`config.mk`:
```
export PLATFORM = sky130hd
export DESIGN_NAME = sccb_master
export DESIGN_NICKNAME = d
export VERILOG_FILES = /design/src/rtl/sccb_pkg.sv /design/src/rtl/sccb_bit_timer.sv /design/src/rtl/sccb_master.sv
export SDC_FILE = /design/constraint.sdc
export NUM_CORES = 1
export LEC_CHECK = 0
export ABC_AREA = 1
export BUFFER_PORTS_ARGS = -buffer_cell sky130_fd_sc_hd__clkbuf_2
export CORE_ASPECT_RATIO = 0.75
export CORE_MARGIN = 8
export CORE_UTILIZATION = 57
export CTS_CLUSTER_DIAMETER = 60
export DETAILED_ROUTE_END_ITERATION = 6
export PLACE_DENSITY = 0.75
export SETUP_SLACK_MARGIN = 0.05
export SYNTH_ARGS = -nofsm -noshare
export SYNTH_HDL_FRONTEND = slang
export SYNTH_SLANG_ARGS = --single-unit
```
`constraint.sdc`:
```
create_clock -name clk_80K -period 2.35 [get_ports clk_80K]
set_clock_uncertainty 0.2 [all_clocks]
set_input_delay 0.47 -clock clk_80K [delete_from_list [all_inputs] [get_ports clk_80K]]
set_output_delay 0.47 -clock clk_80K [all_outputs]
set_load 0.02 [all_outputs]
```
`src/rtl/sccb_pkg.sv`:
```
// rtl/sccb_pkg.sv - shared states and constants for the SCCB master
package sccb_pkg;

    typedef enum logic [2:0] {
        IDLE,
        START,
        TX_BYTE,
        ACK_RX,
        RX_BYTE,
        NACK_TX,
        STOP,
        DONE
    } sccb_state_e;

    localparam logic [1:0] Q0 = 2'd0;
    localparam logic [1:0] Q1 = 2'd1;
    localparam logic [1:0] Q2 = 2'd2;
    localparam logic [1:0] Q3 = 2'd3;

    localparam logic SCCB_WR = 1'b0;
    localparam logic SCCB_RD = 1'b1;

endpackage

```
`src/rtl/sccb_bit_timer.sv`:
```
// rtl/sccb_bit_timer.sv - quarter-bit prescaler and quarter counter for one SCCB bit slot
module sccb_bit_timer
    import sccb_pkg::*;
#(
    parameter int QTR_DIV = 1
) (
    input  logic       clk_80K,
    input  logic       rst_n,
    input  logic       clr,
    output logic [1:0] qtr,
    output logic       qtr_last,
    output logic       slot_end
);

    localparam int PW = (QTR_DIV > 1) ? $clog2(QTR_DIV) : 1;

    logic [PW-1:0] pre_q, pre_d;
    logic [1:0]    qtr_q, qtr_d;

    assign qtr      = qtr_q;
    assign qtr_last = (pre_q == PW'(QTR_DIV - 1));
    assign slot_end = qtr_last && (qtr_q == Q3);

    // Next-state: hold at q0 while cleared, otherwise count cycles then quarters
    always_comb begin
        pre_d = pre_q;
        qtr_d = qtr_q;
        if (clr) begin
            pre_d = '0;
            qtr_d = Q0;
        end else if (qtr_last) begin
            pre_d = '0;
            qtr_d = qtr_q + 2'd1;
        end else begin
            pre_d = pre_q + 1'b1;
        end
    end

    // Prescaler and quarter registers
    always_ff @(posedge clk_80K or negedge rst_n) begin
        if (!rst_n) begin
            pre_q <= '0;
            qtr_q <= Q0;
        end else begin
            pre_q <= pre_d;
            qtr_q <= qtr_d;
        end
    end

endmodule

```
`src/rtl/sccb_master.sv`:
```
// rtl/sccb_master.sv - SCCB/I2C register write/read master for OV5640 configuration
module sccb_master
    import sccb_pkg::*;
#(
    parameter int ADDR_BYTES = 2,
    parameter int QTR_DIV    = 1,
    parameter int CHECK_ACK  = 1
) (
    input  logic                    clk_80K,
    input  logic                    rst_n,
    input  logic                    start,
    input  logic                    rw,
    input  logic [6:0]              dev_addr,
    input  logic [8*ADDR_BYTES-1:0] reg_addr,
    input  logic [7:0]              wr_data,
    output logic [7:0]              rd_data,
    output logic                    busy,
    output logic                    done,
    output logic                    ack_err,
    output logic                    scl,
    output logic                    sda_out,
    output logic                    sda_oe,
    input  logic                    sda_in
);

    sccb_state_e             state_q, state_d;
    logic                    rw_q, rw_d;
    logic [6:0]              dev_q, dev_d;
    logic [8*ADDR_BYTES-1:0] reg_q, reg_d;
    logic [7:0]              wr_q, wr_d;
    logic [7:0]              shreg_q, shreg_d;
    logic [7:0]              rx_q, rx_d;
    logic [7:0]              rd_data_q, rd_data_d;
    logic [3:0]              bit_cnt_q, bit_cnt_d;
    logic [1:0]              byte_cnt_q, byte_cnt_d;
    logic                    phase_q, phase_d;
    logic                    ack_err_q, ack_err_d;

    logic [1:0] qtr;
    logic       qtr_last;
    logic       slot_end;
    logic       sample;
    logic       timer_clr;
    logic       data_scl;
    logic [1:0] nxt_idx;
    logic [1:0] last_byte;
    logic [7:0] tx_next;

    // Timer parked at q0 whenever no slot is in progress
    assign timer_clr = (state_q == IDLE) || (state_q == DONE);

    sccb_bit_timer #(
        .QTR_DIV (QTR_DIV)
    ) u_timer (
        .clk_80K  (clk_80K),
        .rst_n    (rst_n),
        .clr      (timer_clr),
        .qtr      (qtr),
        .qtr_last (qtr_last),
        .slot_end (slot_end)
    );

    assign sample    = qtr_last && (qtr == Q2);
    assign data_scl  = (qtr == Q1) || (qtr == Q2);
    assign nxt_idx   = byte_cnt_q + 2'd1;
    // A read's first phase stops after the register address; a write also sends data
    assign last_byte = (rw_q == SCCB_RD) ? 2'(ADDR_BYTES) : 2'(ADDR_BYTES + 1);

    assign busy    = (state_q != IDLE);
    assign done    = (state_q == DONE);
    assign ack_err = ack_err_q;
    assign rd_data = rd_data_q;

    // Select the next byte to shift out: register address MSB byte first, then write data
    always_comb begin
        tx_next = wr_q;
        for (int k = 1; k <= ADDR_BYTES; k++) begin
            if (nxt_idx == 2'(k)) tx_next = reg_q[8*(ADDR_BYTES-k) +: 8];
        end
    end

    // FSM next-state, shift register and counters
    always_comb begin
        state_d    = state_q;
        rw_d       = rw_q;
        dev_d      = dev_q;
        reg_d      = reg_q;
        wr_d       = wr_q;
        shreg_d    = shreg_q;
        rx_d       = rx_q;
        rd_data_d  = rd_data_q;
        bit_cnt_d  = bit_cnt_q;
        byte_cnt_d = byte_cnt_q;
        phase_d    = phase_q;
        ack_err_d  = ack_err_q;
        case (state_q)
            IDLE: begin
                if (start) begin
                    rw_d      = rw;
                    dev_d     = dev_addr;
                    reg_d     = reg_addr;
                    wr_d      = wr_data;
                    ack_err_d = 1'b0;
                    phase_d   = 1'b0;
                    state_d   = START;
                end
            end
            START: begin
                if (slot_end) begin
                    shreg_d    = {dev_q, phase_q};
                    bit_cnt_d  = 4'd0;
                    byte_cnt_d = 2'd0;
                    state_d    = TX_BYTE;
                end
            end
            TX_BYTE: begin
                if (slot_end) begin
                    shreg_d = {shreg_q[6:0], 1'b0};
                    if (bit_cnt_q == 4'd7) begin
                        bit_cnt_d = 4'd0;
                        state_d   = ACK_RX;
                    end else begin
                        bit_cnt_d = bit_cnt_q + 4'd1;
                    end
                end
            end
            ACK_RX: begin
                if (sample && (CHECK_ACK != 0) && sda_in) ack_err_d = 1'b1;
                if (slot_end) begin
                    if (ack_err_q) begin
                        state_d = STOP;
                    end else if (phase_q) begin
                        bit_cnt_d = 4'd0;
                        state_d   = RX_BYTE;
                    end else if (byte_cnt_q == last_byte) begin
                        state_d = STOP;
                    end else begin
                        byte_cnt_d = nxt_idx;
                        shreg_d    = tx_next;
                        state_d    = TX_BYTE;
                    end
                end
            end
            RX_BYTE: begin
                if (sample) rx_d = {rx_q[6:0], sda_in};
                if (slot_end) begin
                    if (bit_cnt_q == 4'd7) begin
                        bit_cnt_d = 4'd0;
                        state_d   = NACK_TX;
                    end else begin
                        bit_cnt_d = bit_cnt_q + 4'd1;
                    end
                end
            end
            NACK_TX: begin
                if (slot_end) state_d = STOP;
            end
            STOP: begin
                if (slot_end) begin
                    if ((rw_q == SCCB_RD) && !phase_q && !ack_err_q) begin
                        phase_d = 1'b1;
                        state_d = START;
                    end else begin
                        if ((rw_q == SCCB_RD) && !ack_err_q) rd_data_d = rx_q;
                        state_d = DONE;
                    end
                end
            end
            DONE: begin
                state_d = IDLE;
            end
            default: begin
                state_d = IDLE;
            end
        endcase
    end

    // Bus pin decode from state and quarter; idle bus is SCL high, SDA released
    always_comb begin
        scl     = 1'b1;
        sda_out = 1'b1;
        sda_oe  = 1'b0;
        case (state_q)
            START: begin
                sda_oe  = 1'b1;
                sda_out = (qtr == Q0) || (qtr == Q1);
                scl     = (qtr != Q3);
            end
            TX_BYTE: begin
                sda_oe  = 1'b1;
                sda_out = shreg_q[7];
                scl     = data_scl;
            end
            ACK_RX, RX_BYTE: begin
                scl = data_scl;
            end
            NACK_TX: begin
                sda_oe = 1'b1;
                scl    = data_scl;
            end
            STOP: begin
                sda_oe  = 1'b1;
                sda_out = (qtr == Q2) || (qtr == Q3);
                scl     = (qtr != Q0);
            end
            default: begin
            end
        endcase
    end

    // State and datapath registers; reset releases the bus at once
    always_ff @(posedge clk_80K or negedge rst_n) begin
        if (!rst_n) begin
            state_q    <= IDLE;
            rw_q       <= SCCB_WR;
            dev_q      <= '0;
            reg_q      <= '0;
            wr_q       <= '0;
            shreg_q    <= '0;
            rx_q       <= '0;
            rd_data_q  <= '0;
            bit_cnt_q  <= '0;
            byte_cnt_q <= '0;
            phase_q    <= 1'b0;
            ack_err_q  <= 1'b0;
        end else begin
            state_q    <= state_d;
            rw_q       <= rw_d;
            dev_q      <= dev_d;
            reg_q      <= reg_d;
            wr_q       <= wr_d;
            shreg_q    <= shreg_d;
            rx_q       <= rx_d;
            rd_data_q  <= rd_data_d;
            bit_cnt_q  <= bit_cnt_d;
            byte_cnt_q <= byte_cnt_d;
            phase_q    <= phase_d;
            ack_err_q  <= ack_err_d;
        end
    end

endmodule

```
==> results.txt, run 1 <==
- Outcome: completed
* Layout cell share with drive strength beyond 1: approximately a quarter
- Count of placed standard cells in the final layout, fillers left out: ~610
- Entering global routing, the biggest net connects 70 pins.
- The root buffer cell chosen for the clock tree is sky130_fd_sc_hd__clkbuf_8.
- Tcrit/Tclk final: 97.78%
- Setup violations remaining at the end of the flow were counted as 0.
- The initial antenna violation count is 0.
- After routing the design area is 4273 um^2.
- The first global-routing pass estimated 14030 um of wire.
- Clock-pin slew was measured on the worst setup and hold paths at ~0.070 ns.
* Maximum buffer depth of the clock tree: 2
- Initial core utilization: 58.36%
- Setup repair after global routing missed its margin: true
* Core area: 6256 um^2
* Slew at the pin closest to its max-slew limit: 0.5315 ns
- Number of global-route vias before repair: 2990
- Rel. slew slack: 64.53%
- Max H-tree Level: 3
- Via count: 3064
- Die width: 108.4 um
- The worst setup path is captured at an output pin.
- Routed wire length: 8035 um
- Arrival time at the worst endpoint: 1.63 ns
- Cell leakage power: between 2 and 2.5 nW
- Most common cell in the synthesized netlist: sky130_fd_sc_hd__nand2_1
- Worst endpoint required time: 1.68 ns
- The largest single stage delay on the critical path is 0.41 ns.
* Area after detailed placement: 3990 um^2
- Biggest area contributors in the synthesized netlist: sky130_fd_sc_hd__dfrtp_1 (47%), sky130_fd_sc_hd__nand2_1 (18%), sky130_fd_sc_hd__nor2_1 (4.9%)
* Layout Area Growth over Synthesis: 17.03%
- The die covers between 9000 and 10000 um^2.
* Most frequent cells after synthesis: sky130_fd_sc_hd__nand2_1 (177), sky130_fd_sc_hd__dfrtp_1 (69), sky130_fd_sc_hd__nor2_1 (48)
- Num ports: 50
- Aggregate global routing overflow: 0
* # placed instances: around 590
- The netlist uses 31 different library cells.
* Buffering stage count on the worst path with inverters included: 3
- Slowest cell on crit path: sky130_fd_sc_hd__dfrtp_1
- For this run, the leading register cell type out of synthesis is sky130_fd_sc_hd__dfrtp_1.
- Power Dens Cells: around 1200 nW/um^2
* Number of buffers added by the clock tree synthesis step: 9
- WL per Instance: 13.19 um
* Worst voltage drop across the vdd grid: 0.0005194 V
* Post-synthesis register bit count: 69
- The clock drives 69 sinks.
- The number of nets in the synthesized netlist is around 510.
* Cell type contributing the most total cell area after synthesis: sky130_fd_sc_hd__dfrtp_1
- Counting every instance in the synthesized netlist gives ~460.
* Detail-routed via count per cell: 5.031
- Max-cap violation count: 0
* Yosys warning total: 0
- In this run the worst hold path is classified as input port to register.
- The count of buffers added on input and output ports is 49.
- Counting flops with a built-in enable in the synthesized netlist gives 0.
- The number of pins with negative max-slew slack in the final report was 0.
- The synthesized design devotes to its leading area cell type 47.29% of total area.
- The count of nets left with antenna violations once routing finished came out at 0.
- On the final layout, the worst hold slack is between 0.1 and 0.15 ns.
- Number of remaining DRC errors: 0
- Detailed Route Iter0 Violations: 166
- The cell that appears most often on the critical path is sky130_fd_sc_hd__buf_4.
* CTS tree: done
- For this run, the total global-route usage over all layers was measured as 18.67%.
- Number of antenna diodes: 0
* Share of synthesized area occupied by flip-flops and latches: 47.29%
* Maximum clock frequency: roughly 440 MHz
- The average instance in the mapped netlist occupies 7.869 um^2.
- Top Family by Delay on Critical Path: buffers and inverters
* Syn Std Cell Area: between 3000 and 4000 um^2
- Net count reported at finish: 571
- Of all nets on the critical path, the largest fanout is 3.
- The later pin in the worst-skew pair is clocked with a latency of between 0.3 and 0.4 ns.
* Hold Violations, Final: 0
- Initial DRT Pass Iterations: 4
- The floorplan has 25 rows.
- The setup path with the least slack is of type register to output pin.
- Ordered list of cells on the worst path: buf_4, buf_4, ha_1, nor2_1, o2111ai_1, buf_4
- Post-synth ARST share: 100.0%
* Routability congestion estimate from global placement: 0.8756
- Post-route minimum period: roughly 2.3 ns
- The worst setup path is launched from a register.
* DPL Wire Length: slightly below 6000 um
- Vertical die dimension: 85.31 um
==> metrics by stage <==
step	power [mW]	setup slack, ns	utilization, %	setup TNS, ns
2_1_floorplan	3.375	0.3911	-	0
3_3_place_gp	3.853	0.3424	63.78	0
3_5_place_dp	3.902	0.3834	63.78	0
4_1_cts	5.029	0.05286	68.02	0
5_1_grt	5.479	-0.02372	68.30	-0.02372
6_report	5.043	0.05215	68.30	0
==> final timing paths <==
path                                                from                         to  slack [ns]  depth (start not counted)
worst min register to register      dev_q[0]$_DFFE_PN0P_       dev_q[0]$_DFFE_PN0P_        0.28                          2
worst max-delay path            u_timer.qtr[0]$_DFF_PN0_                    sda_out        0.05                          6
worst min-delay path                         dev_addr[1]       dev_q[1]$_DFFE_PN0P_        0.12                          3
min in group asynchronous                          rst_n  byte_cnt_q[1]$_DFFE_PN0P_        0.46                          3
max in group asynchronous                          rst_n     shreg_q[3]$_DFFE_PN0P_        1.17                          3
worst max register to register    state_q[2]$_DFFE_PN0P_     state_q[0]$_DFFE_PN0P_        0.34                          6
==> cells by family after synthesis <==
group | share of synthesized area, %
adder cells (fa/ha/maj) | 3.770
flip-flops | 47.29
XOR/XNOR | 0.4799
buffers and inverters | 7.231
AO/OA/AOI/OAI | 9.733
AND/OR/NAND/NOR | 31.49
==> flip-flops by register name, indices dropped and copies added (netlist names) <==
signal and count:
ack_err 1, byte_cnt_q 2, dev_q 7, reg_q 16
rx_q 8, wr_q 8, phase_q 1, shreg_q 8
u_timer.qtr 2, bit_cnt_q 4, rw_q 1, state_q 3
rd_data 8
==> cells in the final DEF, fill, tap and decap left out, types with 2 or more instances in the layout <==
cell | Yosys | layout
sky130_fd_sc_hd__clkbuf_2 | 0 | 46
sky130_fd_sc_hd__bufinv_16 | 0 | 2
sky130_fd_sc_hd__dfrtp_1 | 69 | 67
sky130_fd_sc_hd__inv_2 | 6 | 8
sky130_fd_sc_hd__inv_1 | 36 | 34
sky130_fd_sc_hd__nor2_2 | 9 | 9
sky130_fd_sc_hd__clkbuf_8 | 0 | 10
sky130_fd_sc_hd__ha_1 | 11 | 11
sky130_fd_sc_hd__o21ai_0 | 20 | 20
sky130_fd_sc_hd__xor2_1 | 2 | 2
sky130_fd_sc_hd__nand3_1 | 9 | 9
sky130_fd_sc_hd__o21ai_2 | 16 | 16
sky130_fd_sc_hd__nand4_1 | 4 | 4
sky130_fd_sc_hd__nand3_2 | 2 | 2
sky130_fd_sc_hd__a21oi_1 | 3 | 3
sky130_fd_sc_hd__clkinvlp_4 | 0 | 2
sky130_fd_sc_hd__nand2_2 | 5 | 6
sky130_fd_sc_hd__dfrtp_2 | 0 | 2
sky130_fd_sc_hd__buf_12 | 1 | 2
sky130_fd_sc_hd__o21ai_1 | 15 | 15
sky130_fd_sc_hd__nor2_4 | 2 | 3
sky130_fd_sc_hd__nand3b_1 | 6 | 6
sky130_fd_sc_hd__nand2_1 | 177 | 176
sky130_fd_sc_hd__nor3_1 | 2 | 2
sky130_fd_sc_hd__nand2_4 | 2 | 2
sky130_fd_sc_hd__nor2_1 | 48 | 47
sky130_fd_sc_hd__buf_4 | 4 | 12
==> worst min-delay path: cells and delay by family <==
kind	cells	cell delay [ns]
buf+inv	1	0.07
simple gates	2	0.08
==> metal layers <==
metal / part of all wire, % / GRT usage [%]
met1: 50 / 25.95
met2: 43 / 27.10
met3: 5.4 / 6.207
met4: 1.1 / 4.833
met5: 0 / 0
==> power breakdown <==
part / total (mW) / internal (mW) / switching (mW)
Clock: 1.07 / 0.624 / 0.445
Sequential: 1.83 / 1.58 / 0.253
Combinational: 2.14 / 0.766 / 1.38
Total: 5.04 / 2.97 / 2.08
==> area by class of cell <==
class	count	area (um^2)
Multi-Input combinational cell	338	1670
Clock buffer	10	137.6
Timing Repair Buffer	63	386.6
Clock inverter	5	83.83
Inverter	43	163.9
Sequential cell	69	1729
Fill cell	526	1983
Tap cell	81	101.3
==> what timing repair did <==
item | CTS | global route
endpoints found under the setup margin | 2 | 3
pin swaps | 2 | 2
buffers inserted | 3 | 1
hold endpoints to repair | 69 | 0
gates resized for setup | 5 | 7
hold buffers | 1 | 0
Note: power is estimated with default switching activity, not from simulation.
==> run 2: changes to the inputs <==
--- a/config.mk
+++ b/config.mk
@@ -5,7 +5,6 @@
 export SDC_FILE = /design/constraint.sdc
 export NUM_CORES = 1
 export LEC_CHECK = 0
-export ABC_AREA = 1
 export BUFFER_PORTS_ARGS = -buffer_cell sky130_fd_sc_hd__clkbuf_2
 export CORE_ASPECT_RATIO = 0.75
 export CORE_MARGIN = 8
==> run 2 against run 1 <==
Sequential share of layout area is 0.36 points lower; combinational power grew 18%; utilization is 1.5 points higher; via count is 16% lower.
==> results.txt, run 2 <==
- Outcome: completed
* Net count reported at finish: between 400 and 500
- STA puts the critical path data required time at ~1.7 ns.
- Yosys warning total: 0
* Via count: 2561
* Busiest layer in global routing: met1
* Initial core utilization: 58.04%
- Along the worst path, the maximum fanout reaches 4.
- After detailed routing, the average wire length per cell comes to 16.58 um.
* Number of clock sinks: 69
* Area after detailed placement: 3930 um^2
* Post-route minimum period: 2.301 ns
* Hold Violations, Final: 0
- Entering global routing, the biggest net connects between 40 and 50 pins.
- # placed instances: 428
* First-pass GRT wire length: ~13000 um
- In the synthesized netlist the dominant register cell turns out to be sky130_fd_sc_hd__dfrtp_1.
* Aggregate global routing overflow: 0
- Most frequent standard cell in the layout excluding fill and tap cells: sky130_fd_sc_hd__mux2_2
* Number of antenna diodes: 0
* Number of distinct standard cells referenced by the synthesized netlist: 51
- R2r setup slk: 0.12 ns
- Worst min-delay path category: input port to register
- Area of the die: 9130 um^2
- DPL Wire Length: 5294 um
* Most frequent cells after synthesis: sky130_fd_sc_hd__dfrtp_1 (69), sky130_fd_sc_hd__mux2_2 (66), sky130_fd_sc_hd__inv_1 (16), sky130_fd_sc_hd__nor2_1 (16), sky130_fd_sc_hd__nand2b_1 (12)
* Num ports: 50
* Nature of the critical path endpoint: output pin
- IR analysis of the VDD net gives a maximum drop of 0.0006165 V.
- Utilization after layout: 69.76%
- TritonCTS built the clock tree.
- Arrival time at the worst endpoint: ~1.6 ns
* Final setup violation count: 0
- Maximum clock frequency: around 430 MHz
* Biggest area contributors in the synthesized netlist: sky130_fd_sc_hd__dfrtp_1 (48%), sky130_fd_sc_hd__mux2_2 (21%), sky130_fd_sc_hd__ha_1 (3.8%)
- A synthesized cell averages 11.90 um^2.
- The total area inside the core boundary comes to 6193 um^2.
* Number of buffers added by the clock tree synthesis step: 9
* Max-cap violation count: 0
- Clock transition at path regs: around 0.08 ns
- In this run the vertical extent of the chip is 84.78 um.
- Summing all non-filler instances in the final layout gives an area of 4320 um^2.
* Fillcell total: 480
- The number of pins with negative max-slew slack in the final report came to 0.
- Counting flops per register, the top entry is reg_q.
* Post-synthesis net count: 349
- Antenna Violating Nets Remaining: 0
- Synth top area share: 48.03%
- Most used cells in the layout excluding fill and tap cells: sky130_fd_sc_hd__mux2_2 (66), sky130_fd_sc_hd__dfrtp_1 (64), sky130_fd_sc_hd__clkbuf_2 (46)
- The biggest area contributor in the post-synthesis netlist is sky130_fd_sc_hd__dfrtp_1.
- Rel. slew slack: 59.08%
* GR met1 Demand/Resource: 25.15%
- Clock latency on the worst-skew pair, taken at its later pin, is 0.34 ns.
- Routability congestion estimate from global placement: between 0.8 and 0.9
* Post-synthesis register bit count: between 60 and 70
- After layout, the worst path uses a little over nine tenths of the clock period.
- Site Rows: 25
* Setup repair after global routing missed its margin: true
- Most common cell in the synthesized netlist: sky130_fd_sc_hd__dfrtp_1
- Dividing the detail-routed via count by the number of cells gives 5.653.
- Instance count of the mapped netlist: ~300
- Once layout is complete, the cells apart from fillers number 453.
- The critical path is of the register to output pin type.
- In this run the static leakage power is between 1.5 and 2 nW.
- The register with the most flip-flops in the layout has 16 of them.
- Global routing usage on met3: 5.356%
* Layout cell share with drive strength beyond 1: 47.58%
- The tree is rooted in a sky130_fd_sc_hd__clkbuf_8.
- For met2 alone, demand over resource in global routing was 24.21%.
* Kind of launch point of the worst setup path: register
- In this run the cell area of the synthesized design comes to 3595 um^2.
- Die width: 107.7 um
- The clock passes through at most 2 buffers.
- The initial antenna violation count is 0.
* Number of global-route vias before repair: 2614
- For this run, design rule violations remaining after detail routing come to 0.
- Total track usage: roughly 17%
- The synthesized design contains 0 enable-type register cells.
- Slew at the pin closest to its max-slew limit: about 0.61 ns
- Share of synthesized area occupied by flip-flops and latches: 48.03%
* Initial DRT Pass Iterations: 4
* Layout Area Growth over Synthesis: 20.19%
* Post-synth ARST share: between 90% and 100%
- After layout, the design draws a total of 5.626 mW.
- Hold_ws: approximately 0.16 ns
* Power Dens Cells: 1302 nW/um^2
- The detailed router finished its first iteration with 164 violations.
- Max H-tree Level: 3
- Routed wire length: 7511 um
* Port buffer count: 49
[run 2: cell count changes after synthesis, sizes merged, moves of 8 or more]
cell,delta
nand2,-175
nand2b,+12
o21ai,-41
a31oi,+10
clkbuf,+8
o211ai,+8
nand3,-8
nor2,-44
inv,-27
mux2,+66
[run 2: metrics by stage]
step	setup slack [ns]	setup TNS, ns
after floorplan	0.06106	0
after global placement	0.1481	0
after detailed placement	0.08714	0
after CTS	0.02924	0
after global routing	-0.02875	-0.02875
final	0.04880	0
[run 2: final timing paths]
kind / startpoint / depth (start not counted) / end
max in group asynchronous: rst_n / 3 / state_q[0]$_DFFE_PN0P_
worst min-delay path: reg_addr[7] / 2 / reg_q[7]$_DFFE_PN0P_
min in group asynchronous: rst_n / 3 / wr_q[0]$_DFFE_PN0P_
worst max register to register: u_timer.qtr[0]$_DFF_PN0_ / 6 / state_q[0]$_DFFE_PN0P_
worst max-delay path: state_q[2]$_DFFE_PN0P_ / 5 / scl
worst min register to register: reg_q[6]$_DFFE_PN0P_ / 1 / reg_q[6]$_DFFE_PN0P_
[run 2: area by class of cell]
cell class / count / area, um^2 / area share [%]
multi-input cells: 198 / 1732 / 40.08
clock buffers: 10 / 127.6 / 2.954
clock inverters: 6 / 111.4 / 2.577
inverters: 17 / 65.06 / 1.506
flip-flops and latches: 69 / 1733 / 40.11
repair buffers: 72 / 450.4 / 10.43
well taps: 81 / 101.3 / 2.346
[run 2: routing by layer]
metal  vias up  share of wire [%]
met4         0                1.0
li1       1210                  -
met1      1276                 49
met5         -                  0
met3         9                5.5
met2        66                 44
[run 2: critical path, stage by stage, from the launching register on]
cell and delay (ns):
sky130_fd_sc_hd__dfrtp_2 0.44, sky130_fd_sc_hd__or3b_4 0.41, sky130_fd_sc_hd__o22ai_2 0.16, sky130_fd_sc_hd__a31oi_1 0.05
sky130_fd_sc_hd__o21ai_1 0.08, sky130_fd_sc_hd__buf_4 0.16
[run 2: repair_timing]
item                                    in CTS  in global routing
hold endpoints to repair                    69                  0
resized for setup                           16                  9
pin swaps                                    3                  1
cloned                                       0                  0
setup buffers                                7                  1
hold buffers                                 1                  0
endpoints found under the setup margin       3                 12
[run 2: cells by family (layout without fill, tap and decap cells)]
family,after synthesis,after routing,share of synthesized area (%)
AO/OA/AOI/OAI,54,54,10.58
XOR/XNOR,3,3,0.9400
adder cells (fa/ha/maj),11,11,3.829
buffers and inverters,35,105,5.708
flip-flops,69,69,48.03
multiplexers,69,69,21.51
AND/OR/NAND/NOR,61,61,9.398
[run 2: power by group]
| group | internal, mW | switching (mW) |
|---|---|---|
| clock | 0.705 | 0.450 |
| sequential | 1.64 | 0.297 |
| combinational | 1.27 | 1.26 |
